--- src/rtl/data_sync_tx_if.sv ---
// Handshake bundle between local source logic, the data_sync_tx block and the
// destination-domain synchronizer. "slave" is the view taken by data_sync_tx;
// "master" is the view of whatever drives words in and returns the ack.
interface data_sync_tx_if #(
  parameter int DWIDTH = 8
);
  logic [DWIDTH-1:0] s_data;
  logic              s_valid;
  logic              s_ready;
  logic [DWIDTH-1:0] tx_data;
  logic              tx_req;
  logic              ack_i;

  modport master (
    output s_data, s_valid, ack_i,
    input  s_ready, tx_data, tx_req
  );

  modport slave (
    input  s_data, s_valid, ack_i,
    output s_ready, tx_data, tx_req
  );
endinterface

--- src/rtl/data_sync_tx.sv ---
// data_sync_tx: source side of a four-phase req/ack clock-domain crossing.
// A word accepted on s_valid/s_ready is registered onto tx_data and held while
// a level request (tx_req) is raised, the synchronized ack is seen high, the
// request is dropped and the ack is seen low again.
// Optional feature: define DSYNC_TX_TIMEOUT_EN to abort a request that has not
// been acknowledged within TIMEOUT cycles (err_timeout pulses for one cycle).
module data_sync_tx #(
  parameter int DWIDTH  = 8,
  parameter int STAGES  = 2,
  parameter int TIMEOUT = 255
) (
  input  logic          clk,
  input  logic          rstn,
  data_sync_tx_if.slave bus,
  output logic          busy,
  output logic          err_timeout
);

  if (STAGES < 2 || TIMEOUT < 1) begin : g_param_check
    $error("data_sync_tx: STAGES must be >= 2 and TIMEOUT must be >= 1");
  end

  typedef enum logic [1:0] {
    IDLE = 2'd0,
    REQ  = 2'd1,
    REL  = 2'd2
  } state_t;

  state_t              state_q, state_d;
  logic [STAGES-1:0]   ack_sync_q;
  logic [STAGES-1:0]   primed_q;
  logic                ack_s;
  logic                primed;
  logic                s_ready;
  logic                tx_req_q, tx_req_d;
  logic [DWIDTH-1:0]   tx_data_q, tx_data_d;

  assign ack_s  = ack_sync_q[STAGES-1];
  // The sync chain is cleared by reset, so its output is meaningless until it
  // has been refilled with real ack_i samples; primed marks that point so a
  // stale high ack cannot slip a word through right after reset.
  assign primed = primed_q[STAGES-1];

`ifdef DSYNC_TX_TIMEOUT_EN
  localparam int CNT_W = $clog2(TIMEOUT + 1);

  logic [CNT_W-1:0] cnt_q, cnt_d;
  logic             err_q, err_d;
  logic             tmo_hit;

  // cnt_q counts completed REQ cycles; when it would reach TIMEOUT on this
  // edge without an ack, the request is abandoned.
  assign tmo_hit = (cnt_q == CNT_W'(TIMEOUT - 1));
`endif

  // Ack synchronizer and post-reset priming chain.
  always_ff @(posedge clk) begin
    if (!rstn) begin
      ack_sync_q <= '0;
      primed_q   <= '0;
    end else begin
      ack_sync_q <= {ack_sync_q[STAGES-2:0], bus.ack_i};
      primed_q   <= {primed_q[STAGES-2:0], 1'b1};
    end
  end

  // State, request and held data registers.
  always_ff @(posedge clk) begin
    if (!rstn) begin
      state_q   <= IDLE;
      tx_req_q  <= 1'b0;
      tx_data_q <= '0;
    end else begin
      state_q   <= state_d;
      tx_req_q  <= tx_req_d;
      tx_data_q <= tx_data_d;
    end
  end

`ifdef DSYNC_TX_TIMEOUT_EN
  // Timeout counter and one-cycle abort pulse.
  always_ff @(posedge clk) begin
    if (!rstn) begin
      cnt_q <= '0;
      err_q <= 1'b0;
    end else begin
      cnt_q <= cnt_d;
      err_q <= err_d;
    end
  end
`endif

  // Next-state, accept and request decode.
  always_comb begin
    state_d   = state_q;
    tx_data_d = tx_data_q;
    s_ready   = 1'b0;
`ifdef DSYNC_TX_TIMEOUT_EN
    cnt_d     = cnt_q;
    err_d     = 1'b0;
`endif
    case (state_q)
      IDLE: begin
        s_ready = rstn && primed && !ack_s;
        if (bus.s_valid && s_ready) begin
          tx_data_d = bus.s_data;
          state_d   = REQ;
`ifdef DSYNC_TX_TIMEOUT_EN
          cnt_d     = '0;
`endif
        end
      end
      REQ: begin
`ifdef DSYNC_TX_TIMEOUT_EN
        cnt_d = cnt_q + CNT_W'(1);
`endif
        // A synchronized ack always wins over a timeout on the same cycle.
        if (ack_s) begin
          state_d = REL;
        end
`ifdef DSYNC_TX_TIMEOUT_EN
        else if (tmo_hit) begin
          state_d = REL;
          err_d   = 1'b1;
        end
`endif
      end
      REL: begin
        if (!ack_s) begin
          state_d = IDLE;
        end
      end
      default: begin
        state_d = IDLE;
      end
    endcase
    // The request is a registered copy of "next state is REQ", so it never
    // sees a combinational path from any input.
    tx_req_d = (state_d == REQ);
  end

  assign bus.s_ready = s_ready;
  assign bus.tx_req  = tx_req_q;
  assign bus.tx_data = tx_data_q;
  assign busy        = rstn && (state_q != IDLE);

`ifdef DSYNC_TX_TIMEOUT_EN
  assign err_timeout = err_q;
`else
  assign err_timeout = 1'b0;
`endif

endmodule
--- src/flat_wrapper.sv ---
// flat-port wrapper written by rule: the top's interface ports become plain ports
module data_sync_tx_flat 
#(
  parameter int DWIDTH  = 8,
  parameter int STAGES  = 2,
  parameter int TIMEOUT = 255
)
  (clk, rstn, busy, err_timeout, bus_s_data, bus_s_valid, bus_ack_i, bus_s_ready, bus_tx_data, bus_tx_req);
  data_sync_tx_if #(.DWIDTH(DWIDTH)) bus_i ();
  input  logic clk;
  input  logic rstn;
  output logic busy;
  output logic err_timeout;
  input wire logic [$bits(bus_i.s_data)-1:0] bus_s_data;
  input wire logic [$bits(bus_i.s_valid)-1:0] bus_s_valid;
  input wire logic [$bits(bus_i.ack_i)-1:0] bus_ack_i;
  output wire logic [$bits(bus_i.s_ready)-1:0] bus_s_ready;
  output wire logic [$bits(bus_i.tx_data)-1:0] bus_tx_data;
  output wire logic [$bits(bus_i.tx_req)-1:0] bus_tx_req;
  assign bus_i.s_data = bus_s_data;
  assign bus_i.s_valid = bus_s_valid;
  assign bus_i.ack_i = bus_ack_i;
  assign bus_s_ready = bus_i.s_ready;
  assign bus_tx_data = bus_i.tx_data;
  assign bus_tx_req = bus_i.tx_req;
  data_sync_tx #(.DWIDTH(DWIDTH), .STAGES(STAGES), .TIMEOUT(TIMEOUT)) u_core (.clk(clk), .rstn(rstn), .bus(bus_i), .busy(busy), .err_timeout(err_timeout));
endmodule
--- config.mk ---
export PLATFORM = sky130hd
export DESIGN_NAME = data_sync_tx_flat
export DESIGN_NICKNAME = d
export VERILOG_FILES = /design/src/rtl/data_sync_tx_if.sv /design/src/rtl/data_sync_tx.sv /design/src/flat_wrapper.sv
export SDC_FILE = /design/constraint.sdc
export NUM_CORES = 1
export LEC_CHECK = 0
export CELL_PAD_IN_SITES_DETAIL_PLACEMENT = 1
export CELL_PAD_IN_SITES_GLOBAL_PLACEMENT = 1
export CORE_MARGIN = 3
export CORE_UTILIZATION = 26
export CTS_CLUSTER_DIAMETER = 30
export DETAILED_ROUTE_END_ITERATION = 7
export PLACE_DENSITY_LB_ADDON = 0.1
export SLEW_MARGIN = 10
export SYNTH_ARGS = -nofsm -noshare
export SYNTH_HDL_FRONTEND = slang
export SYNTH_SLANG_ARGS = --single-unit
--- constraint.sdc ---
create_clock -name clk -period 1.7 [get_ports clk]
set_input_delay 0.255 -clock clk [delete_from_list [all_inputs] [get_ports clk]]
set_output_delay 0.255 -clock clk [all_outputs]
set_load 0.05 [all_outputs]
==> results of run 1 <==
[how the worst max path moves through the flow]
stage	from	endpoint	slack (ns)	cells past startpoint
floorplan	u_core.state_q[1]$_SDFF_PN0_	bus_s_ready	0.28	2
finish	u_core.state_q[1]$_SDFF_PN0_	bus_s_ready	0.11	3
detailed placement	rstn	u_core.bus.tx_data[2]$_SDFFE_PN0P_	0.09	4
global placement	rstn	u_core.bus.tx_data[4]$_SDFFE_PN0P_	0.12	4
global route	u_core.state_q[1]$_SDFF_PN0_	bus_s_ready	0.03	3
CTS	u_core.state_q[1]$_SDFF_PN0_	bus_s_ready	0.1	3
[area by class of cell]
| type | count | area, um^2 |
|---|---|---|
| Tap cell | 27 | 33.8 |
| Multi-Input combinational cell | 38 | 228 |
| Fill cell | 232 | 1150 |
| Sequential cell | 15 | 300 |
| Clock buffer | 4 | 26.3 |
| Timing Repair Buffer | 25 | 240 |
[routing by layer]
layer,GRT usage,part of all wire,vias up
li1,-,-,240
met1,0.137,0.47,218
met2,0.172,0.44,17
met3,0.0313,0.078,2
met4,0.0511,0.0092,0
met5,0,0,-
[registers in the layout, indices dropped and copies added (netlist names)]
| signal | cells |
|---|---|
| u_core.ack_sync_q | 2 |
| u_core.bus.tx_data | 8 |
| u_core.bus.tx_req | 1 |
| u_core.state_q | 2 |
| u_core.primed_q | 2 |
[placed cells by master, fill, tap and decap left out]
cell type | netlist | routed
dfxtp_1 | 15 | 15
buf_4 | 1 | 12
clkdlybuf4s50_1 | 0 | 11
nand2_1 | 8 | 8
nand3_1 | 8 | 8
o21ai_1 | 6 | 6
and2_1 | 5 | 5
clkbuf_4 | 0 | 3
o21ai_2 | 2 | 2
nor4b_1 | 2 | 2
buf_12 | 0 | 2
o21a_1 | 1 | 1
nor4b_4 | 1 | 1
and2_2 | 1 | 1
xor2_1 | 1 | 1
and3_1 | 1 | 1
nor2_1 | 1 | 1
conb_1 | 1 | 1
clkbuf_1 | 2 | 1
[through the flow]
step	setup WS (ns)	cells	utilization
2_1_floorplan	0.276	57	-
3_3_place_gp	0.121	105	0.405
3_5_place_dp	0.0855	105	0.405
4_1_cts	0.0968	109	0.418
5_1_grt	0.0330	109	0.418
6_report	0.108	109	0.418
[cell families (layout without fill, tap and decap cells)]
group,Yosys count,count (layout),synth area share
and+or+nand+nor,27,27,0.289
DFF,15,15,0.542
AOI/OAI and AO/OA,9,9,0.0993
buffers and inverters,4,29,0.0474
other,1,1,0.00677
xor gates and xnor gates,1,1,0.0158
[where the power goes]
group	total (mW)	internal (mW)	switching, mW
combinational	0.121	0.0551	0.0662
sequential	0.373	0.365	0.00812
clock	0.196	0.0907	0.105
==> reports/metrics.yaml, run 1 <==
power_and_ir_drop:
  vdd_drop_max_uv: 279
  power_mw: 0.690
  p_leak_nw: 0.342
  power.density_nw_per_um2: 833
synth:
  avgSynthCellArea_um2: 9.72
  synth_cell_types: 17
  yosys_most_used_dff: "dfxtp_1"
  synth_top_area_frac: 0.542
  yosysSeqAreaShare: 0.542
  yosysWarnings: 0
  synth_area_leaders: "dfxtp_1, nand3_1, and2_1, o21ai_1, nand2_1"
  synth.ff_latch_count: 15
  synth_area_um2: 554
  ys_async_sr_fraction: 0
  syn_nets: 69
  yosysMostFrequentCell: "dfxtp_1"
  synth_top_area_cell: "dfxtp_1"
  syn_inst: 57
  yosys-top-cells-count: "dfxtp_1, nand2_1, nand3_1"
  synth-edff-count: 0
detailed_routing:
  firstDrtPassIters: 5
  detail-route-antenna-nets: 0
  vias_per_cell: 4.38
  wl_per_cell_um: 12.0
  drc: 0
  wl_mm: 1.30
  drt-initial-drc-count: 4
  vias: 477
min_path:
  hold_end: "u_core.ack_sync_q[1]$_SDFF_PN0_"
  hold_start: "u_core.ack_sync_q[0]$_SDFF_PN0_"
  hold_depth: 1
  min_path_type: "flop to flop"
global_routing:
  grt_max_degree: 17
  grt_antenna_before_repair: 0
  grt_overflow_total: 0
  first_global_vias: 502
  grt_pass1_wl_mm: 2.17
  grt_use_total: 0.109
timing:
  hold_slack_ns: 0.440
  clock_skew_ns: 0.000938
  finalSetupTns_ns: 0
  drv_slew: 0
  fmax_mhz: 628
  setup_viol: 0
  fin_crit_sh: 0.936
  hold_viol: 0
  min_period_ns: 1.59
  rsz0062_at_grt: "false"
critical_path:
  r2r-end: "u_core.bus.tx_data[2]$_SDFFE_PN0P_"
  critPathTopFamily: "simple AND/OR/NAND/NOR gates"
  crit_type: "flop to output port"
  path_max_fanout: 5
  r2r_setup_slack_ns: 0.37
  critical_path.endpoint_type: "output port"
  crit_required_ns: 1.44
  slowest_delay_ns: 0.39
  worst-path-buf-inv: 1
  cp.arrival_ns: 1.34
  reg2reg_from: "u_core.state_q[1]$_SDFF_PN0_"
  slowest_stage: "dfxtp_1"
  critPathLaunchType: "flop"
  reg2regPathDepth: 3
  cp_cell_sequence: "nor4b_4 > and2_2 > buf_12"
clocking:
  cts_tree: "built"
  clock_tree.root_cell: "clkbuf_4"
  cts_setup_buffers: 0
  clock_path_buffers: 2
  cts_sinks: 15
  ctsResizeCount: 0
  clk-insertion-delay-late_ns: 0.27
  clk_pin_slew_ns: 0.09
  cts_max_level: 1
  cts_hold_buf: 0
  cts_buffers: 3
die:
  die_h_um: 52.2
  ios: 24
  floorplan.initialDensity: 0.280
  die-area_um2: 2720
  die_x_um: 52.2
  core_region_area_um2: 1980
  rows: 16
final_layout:
  synthToLayoutAreaGrowth_pct: 49.4
  design_area_um2: 828
  drive_gt1_frac: 0.256
  n_antenna_cell: 0
  nNetsFinal: 95
place:
  place_congestion: 0.662
  io_buffers: 22
  dpl_cell_area_um2: 802
  dp_hpwl_um: 928
run:
  cap_violations: 0
run_status:
  run_status: "complete, no violations"
Note: power is estimated with default switching activity, not from simulation.
==> run 2, diff against run 1 <==
Settings changed: CORE_UTILIZATION 26 to 28, CTS_CLUSTER_DIAMETER 30 to 40.
==> reports/metrics.yaml, run 2 (same netlist as run 1, synthesis figures left out) <==
run_status:
  run_status: "complete, no violations"  # unchanged
power_and_ir_drop:
  power_mw: 0.711  # was 0.690 mW
  p_leak_nw: 0.346  # was 0.342 nW
  power.density_nw_per_um2: 850  # was 833 nW/um^2
  vdd_drop_max_uv: 509  # was 279 uV
die:
  die_x_um: 50.5  # was 52.2 um
  die-area_um2: 2550  # was 2720 um^2
  floorplan.initialDensity: 0.308  # was 0.280
  ios: 24  # unchanged
  rows: 15  # was 16
  core_region_area_um2: 1800  # was 1980 um^2
  die_h_um: 50.5  # was 52.2 um
final_layout:
  mostFrequentLayoutCells: "dfxtp_1, buf_4, clkdlybuf4s50_1, nand2_1, nand3_1"  # unchanged
  design_area_um2: 837  # was 828 um^2
  largest_register_ffs: 8  # unchanged
  n_antenna_cell: 0  # unchanged
  utilization: 0.465  # was 0.418
  num-fill-cells: 215  # was 232
  final_cell_count_no_fill: 108  # was 109
  layout_commonest_cell: "dfxtp_1"  # unchanged
  drive_gt1_frac: 0.277  # was 0.256
  nNetsFinal: 96  # was 95
  synthToLayoutAreaGrowth_pct: 51.0  # was 49.4%
clocking:
  clock_tree.root_cell: "clkbuf_4"  # unchanged
  clock_path_buffers: 2  # unchanged
  cts_max_level: 1  # unchanged
  clk_pin_slew_ns: 0.10  # was 0.09 ns
  clk-insertion-delay-late_ns: 0.29  # was 0.27 ns
  cts_buffers: 3  # unchanged
  cts_hold_buf: 0  # unchanged
  cts_sinks: 15  # unchanged
  cts_tree: "built"  # unchanged
global_routing:
  grt_pass1_wl_mm: 2.06  # was 2.17 mm
  grt_overflow_total: 0  # unchanged
  grt_max_degree: 16  # was 17
  grt_use_total: 0.111  # was 0.109
  grt_antenna_before_repair: 0  # unchanged
  first_global_vias: 430  # was 502
detailed_routing:
  vias: 476  # was 477
  firstDrtPassIters: 2  # was 5
  drt-initial-drc-count: 6  # was 4
  vias_per_cell: 4.41  # was 4.38
  detail-route-antenna-nets: 0  # unchanged
  drc: 0  # unchanged
  wl_per_cell_um: 12.0  # about the same
  wl_mm: 1.30  # about the same
critical_path:
  crit_type: "input pin to output port"  # was flop to output port
  crit_required_ns: 1.44  # about the same
  critPathLaunchType: "input pin"  # was flop
  critical_path.endpoint_type: "output port"  # unchanged
  path_max_fanout: 3  # was 5
  cp.arrival_ns: 1.38  # was 1.34 ns
timing:
  hold_viol: 0  # unchanged
  drv_slew: 0  # unchanged
  setup_viol: 0  # unchanged
  fin_crit_sh: 0.960  # was 0.936
  fmax_mhz: 613  # was 628 MHz
  min_period_ns: 1.63  # was 1.59 ns
  clock_skew_ns: 0.00459  # was 0.000938 ns
place:
  place_congestion: 0.659  # was 0.662
  dp_hpwl_um: 958  # was 928 um
  io_buffers: 22  # unchanged
  place_inst: 103  # was 105
  dpl_cell_area_um2: 800  # was 802 um^2
min_path:
  min_path_type: "flop to flop"  # unchanged
run:
  cap_violations: 0  # unchanged
## run 2: timing repair
action                     4_1_cts  5_1_grt
buffers inserted                 0        1
gates resized for setup          0        0
setup endpoints to repair        0        1
## run 2: worst max-delay path, stage by stage
cell	delay (ns)
clkdlybuf4s50_1	0.52
nor4b_4	0.25
and2_2	0.21
buf_12	0.13
## run 2: layout make-up
class,instances,area [um^2],area share
clock buffers,3,22.5,0.0269
flip-flops and latches,15,300,0.359
repair buffers,26,248,0.296
multi-input cells,38,228,0.272
clock inverters,1,7.51,0.00897
well taps,25,31.3,0.0374
## run 2: layer usage
| layer | routed length [um] | up-vias | share of wire | global-route usage |
|---|---|---|---|---|
| met4 | 14 | 0 | 0.011 | 0.0538 |
| met3 | 125 | 2 | 0.096 | 0.0504 |
| met2 | 578 | 18 | 0.45 | 0.148 |
| li1 | - | 241 | - | - |
| met1 | 577 | 215 | 0.45 | 0.148 |
| met5 | 0 | - | 0 | 0 |
## run 2: where the power goes
group | switching, mW | internal (mW)
Clock | 0.125 | 0.0894
Sequential | 0.00796 | 0.365
Combinational | 0.0668 | 0.0574
Total | 0.200 | 0.512
## run 2: through the flow
step | hold WS, ns | TNS, ns | setup WS (ns)
final | 0.444 | 0 | 0.0681
after global routing | 0.466 | -0.00128 | -0.00128
after CTS | 0.446 | 0 | 0.0568
after detailed placement | 0.421 | 0 | 0.0122
after global placement | 0.414 | 0 | 0.0966
after floorplan | 0.283 | 0 | 0.276
## run 2: final timing paths
check / depth (start not counted) / end / startpoint / slack, ns
max: 4 / bus_s_ready / rstn / 0.07
min: 1 / u_core.ack_sync_q[1]$_SDFF_PN0_ / u_core.ack_sync_q[0]$_SDFF_PN0_ / 0.44
max reg2reg: 3 / u_core.bus.tx_data[4]$_SDFFE_PN0P_ / u_core.state_q[1]$_SDFF_PN0_ / 0.36
min reg2reg: 1 / u_core.ack_sync_q[1]$_SDFF_PN0_ / u_core.ack_sync_q[0]$_SDFF_PN0_ / 0.44
==> run 3, diff against run 2 <==
Settings changed: SLEW_MARGIN 10 to 5.
==> results of run 3 <==
No change in the layout: final DEF, timing and power equal those of run 2.
==> variant 1: new RTL, flow settings as in run 1 <==
Add a define of `DSYNC_TX_TIMEOUT_EN`.
--- a/src/rtl/data_sync_tx.sv
+++ b/src/rtl/data_sync_tx.sv
@@ -4,6 +4,8 @@
 // request is dropped and the ack is seen low again.
 // Optional feature: define DSYNC_TX_TIMEOUT_EN to abort a request that has not
 // been acknowledged within TIMEOUT cycles (err_timeout pulses for one cycle).
+`define DSYNC_TX_TIMEOUT_EN
+
 module data_sync_tx #(
   parameter int DWIDTH  = 8,
   parameter int STAGES  = 2,
Behaviour: no difference found for any inputs over 10 cycles, from zero or initial values and one cycle with rstn low; that may be too few to reach the edited logic, so the function may still have changed.
==> variant 1 against run 1 <==
  * Combinational power is 5% higher
  * Design area up 76%
  * Setup slack worse by 0.0052 ns
  * Synthesized area is 85% higher
  * Via count increased by 110%
  * Non-clock buffer count is 9 higher
  * Power rose by 76%
  * Sequential cell count increased by 9
  * Clock power increased to 2.6 times the old value
  * Routed wire length is 130% higher
==> variant 1: results (changes against run 1) <==
Route
  – DR iter-0 viols: 55 (was 4)
  – Vias: 1012 (was 477)
  – Routed wire length: 2980 µm (was 1300 µm)
  – First-pass iteration count of the detailed router: 4 (was 5)
  – WL/cell: 14.9 µm (was 12.0 µm)

Critical path
  – Crit path arrival time: 1.34 ns (about the same)
  – Reg2reg path depth: 4 (was 3)
  – Crit-path max FO: 7 (was 5)
  – Worst reg2reg setup slack: 0.34 ns (was 0.37 ns)
  – R2r endpoint: u_core.cnt_q[7]$_SDFFE_PN0P_ (was u_core.bus.tx_data[2]$_SDFFE_PN0P_)

Logic synthesis
  – Top cells by count, synth: dfxtp_1 (24), nand3_1 (13), a21oi_1 (12) (was dfxtp_1 (15), nand2_1 (8), nand3_1 (8))
  – Post-Synth XOR/XNOR Area: 0% (was 1.58%)
  – Top post-synthesis cells by area: dfxtp_1 (47%), nand3_1 (6.3%), a21oi_1 (5.9%), o21ai_0 (4.9%), nand2_1 (3.7%) (was dfxtp_1 (54%), nand3_1 (7.2%), and2_1 (5.6%), o21ai_1 (5.4%), nand2_1 (5.4%))
  – Syn_area_per_cell: 8.55 µm² (was 9.72 µm²)
  – Sequential area share after synthesis: 46.8% (was 54.2%)
  – Adder-Cell Fraction of Synth Area: 2.44% (was 0%)
  – Async S/R FF share, synth: 0% (unchanged)
  – Compound-gate portion of the synthesized area: 20.9% (was 9.93%)
  – Synth Net Count: 134 (was 69)
  – Mux contribution to synthesized area: 0.976% (was 0%)
  – Yosys cell types: 32 (was 17)

Clock tree
  – Cts bufs inserted: 3 (unchanged)
  – Clk_lat worst skew: 0.27 ns (about the same)
  – Root Driver: clkbuf_8 (was clkbuf_4)
  – Reg clk slew, reported paths: 0.09 ns (about the same)
  – Post-CTS Setup Bufs: 0 (unchanged)
  – PostCTS Resize Cnt: 1 (was 0)

GRT
  – Largest net degree at the start of global routing: 15 (was 17)
  – Number of global-route vias before repair: 1022 (was 502)
  – First-pass GRT wire length: 5020 µm (was 2170 µm)
  – Total track usage: 14.4% (was 10.9%)

Layout
  – Area grow syn2layout: 42.1% (was 49.4%)
  – Fill cell total of the finished layout: 454 (was 232)
  – Layout cells sized above 1: 19.7% (was 25.6%)
  – Layout Nets: 167 (was 95)

Placed design
  – Placer Congestion: 0.715 (was 0.662)
  – DP HPWL: 2270 µm (was 928 µm)
  – Placement Cell Area: 1380 µm² (was 802 µm²)
  – Post-Place Worst Slack: -0.0535 ns (was 0.0855 ns)
  – I/O Buffers: 23 (was 22)

Status
  – Status: finished clean (unchanged)

STA
  – Final worst setup slack: 0.103 ns (was 0.108 ns)
  – Hold WS: 0.259 ns (was 0.440 ns)
  – Clk_skew: 0.00499 ns (was 0.000938 ns)

Power and ir drop
  – Lkg Pwr: 0.538 nW (was 0.342 nW)
  – Worst VDD drop: 0.000526 V (was 0.000279 V)

Hold path
  – Tightest Hold Check Type: primary input to flop (was flop to flop)
  – Worst hold start: rstn (was u_core.ack_sync_q[0]$_SDFF_PN0_)
  – Hold EP: u_core.primed_q[0]$_DFF_P_ (was u_core.ack_sync_q[1]$_SDFF_PN0_)
  – WHS Path Cells: 1 (unchanged)
-- variant 1: cell count changes in the layout (fill, tap and decap cells not counted), moves of 6 or more --
| cell | run 1 | this run |
|---|---|---|
| o21ai_0 | 0 | 10 |
| a21oi_1 | 0 | 12 |
| buf_4 | 12 | 21 |
| dfxtp_1 | 15 | 24 |
| o21ai_1 | 6 | 0 |
-- variant 1: report_power, final --
| part | internal [mW] | switching (mW) | leakage (nW) | total [mW] |
|---|---|---|---|---|
| clock | 0.315 | 0.191 | 0.0357 | 0.506 |
| combinational | 0.0587 | 0.0679 | 0.307 | 0.127 |
| sequential | 0.573 | 0.00715 | 0.195 | 0.580 |
-- variant 1: worst max path at each step --
stage                                   end  cells after the start                    startpoint  slack (ns)
3_3_place_gp   u_core.state_q[0]$_SDFF_PN0_                      6                          rstn      -0.002
3_5_place_dp   u_core.state_q[0]$_SDFF_PN0_                      6                          rstn       -0.05
4_1_cts                                busy                      4                          rstn       0.004
2_1_floorplan                   bus_s_ready                      3  u_core.state_q[1]$_SDFF_PN0_        0.11
5_1_grt                         bus_s_ready                      3  u_core.state_q[1]$_SDFF_PN0_        0.02
6_report                        bus_s_ready                      3  u_core.state_q[1]$_SDFF_PN0_        0.10
-- variant 1: final cells by class --
| type | instances | area share, % |
|---|---|---|
| well taps | 48 | 4.12 |
| inverters | 2 | 0.515 |
| repair buffers | 34 | 21.3 |
| clock inverters | 1 | 2.06 |
| multi-input cells | 88 | 36.2 |
| flip-flops and latches | 24 | 33.0 |
| clock buffers | 3 | 2.83 |
-- variant 1: per-layer routing --
metal  vias up  part of all wire [%]  GRT usage (%)
met1       492                    48           19.6
met4         0                  0.64           3.16
li1        503                     -              -
met2        15                    48           22.4
met5         -                     0              0
met3         2                   4.0           4.21
==> variant 2: new RTL, flow settings as in run 1 <==
Made on the original files. Re-encode `state_t` (3 states) as one-hot, 3 bits wide.
--- a/src/rtl/data_sync_tx.sv
+++ b/src/rtl/data_sync_tx.sv
@@ -20,10 +20,10 @@
     $error("data_sync_tx: STAGES must be >= 2 and TIMEOUT must be >= 1");
   end
 
-  typedef enum logic [1:0] {
-    IDLE = 2'd0,
-    REQ  = 2'd1,
-    REL  = 2'd2
+  typedef enum logic [2:0] {
+    IDLE = 3'b001,
+    REQ  = 3'b010,
+    REL  = 3'b100
   } state_t;
 
   state_t              state_q, state_d;
Function: same outputs for any inputs over 10 cycles, from zero or initial values and one cycle with rstn low; not proved beyond that.
==> variant 2 against run 1 <==
  * Setup slack better by 0.040 ns
  * Synthesized area up 15%
  * Largest power group unchanged
  * Routed wire length down 4.5%
  * Sequential power up 4%
  * Critical path depth unchanged
  * Fmax up 2.6%
  * Sequential cell count up 1
  * Power down 1.2%
  * Design area up 5.3%
==> variant 2: results (changes against run 1) <==
Status
  – Status: finished clean (unchanged)

Layout
  – Post-Layout Cell Count: 112 (was 109)
  – Layout cells sized above 1: 23.8% (was 25.6%)
  – Layout Nets: 98 (was 95)

Logic synthesis
  – Compound-gate portion of the synthesized area: 5.48% (was 9.93%)
  – Sequential area share after synthesis: 50.1% (was 54.2%)
  – Synth Net Count: 75 (was 69)
  – Mux contribution to synthesized area: 12.5% (was 0%)
  – Top cells by count, synth: dfxtp_1 (16), nand2_1 (16), mux2i_1 (8) (was dfxtp_1 (15), nand2_1 (8), nand3_1 (8))
  – Yosys cell types: 22 (was 17)
  – Top post-synthesis cells by area: dfxtp_1 (50%), mux2i_1 (13%), nand2_1 (9.4%), buf_12 (3.1%), and2_1 (2.9%) (was dfxtp_1 (54%), nand3_1 (7.2%), and2_1 (5.6%), o21ai_1 (5.4%), nand2_1 (5.4%))

STA
  – Final period util: 91.2% (was 93.6%)

GRT
  – Global Route met3 Usage: 2.55% (was 3.13%)
  – Total track usage: 8.64% (was 10.9%)
  – Largest net degree at the start of global routing: 25 (was 17)
  – First-pass GRT wire length: 2120 µm (was 2170 µm)

Route
  – Vias: 480 (was 477)
  – Routed wire length: 1250 µm (was 1300 µm)
  – First-pass iteration count of the detailed router: 2 (was 5)
  – Met2 routed WL: 566 µm (was 572 µm)
  – DR iter-0 viols: 1 (was 4)

Placed design
  – DP HPWL: 913 µm (was 928 µm)
  – Placer Congestion: 0.737 (was 0.662)
  – Post-Place Worst Slack: 0.263 ns (was 0.0855 ns)

Power and ir drop
  – Lkg Pwr: 0.351 nW (was 0.342 nW)
  – Worst VDD drop: 0.000286 V (was 0.000279 V)
  – Switching pwr: 169 µW (was 179 µW)

Critical path
  – Crit path arrival time: 1.30 ns (was 1.34 ns)
  – Worst reg2reg setup slack: 0.44 ns (was 0.37 ns)
  – CP endpoint: busy (was bus_s_ready)
  – R2r endpoint: u_core.bus.tx_data[6]$_SDFFE_PN0P_ (was u_core.bus.tx_data[2]$_SDFFE_PN0P_)
  – Crit-path max FO: 4 (was 5)
  – CP startpoint: u_core.state_q[0]$_SDFF_PN1_ (was u_core.state_q[1]$_SDFF_PN0_)
-- variant 2: stage by stage --
step	area [µm²]	hold WS, ns
floorplan	639	0.283
global placement	850	0.418
detailed placement	850	0.433
CTS	872	0.459
global route	872	0.475
finish	872	0.449
-- variant 2: critical path, cell delays in order, from the launching register on --
cell and delay, ns:
dfxtp_1 0.38, nor3b_2 0.23, and2b_2 0.26, buf_12 0.15
-- variant 2: final cells by class --
class                           count  area, µm²
Fill cell                         277       1400
Sequential cell                    16        320
Multi-Input combinational cell     42        269
Timing Repair Buffer               23        225
Tap cell                           28       35.0
Clock buffer                        3       22.5
-- variant 2: power groups by stage --
stage / sequential [mW] / combinational [mW] / clock (mW)
global route: 0.390 / 0.101 / 0.221
floorplan: 0.411 / 0.0441 / 0
detailed placement: 0.397 / 0.0953 / 0
global placement: 0.397 / 0.0952 / 0
finish: 0.389 / 0.0942 / 0.199
CTS: 0.389 / 0.0958 / 0.212
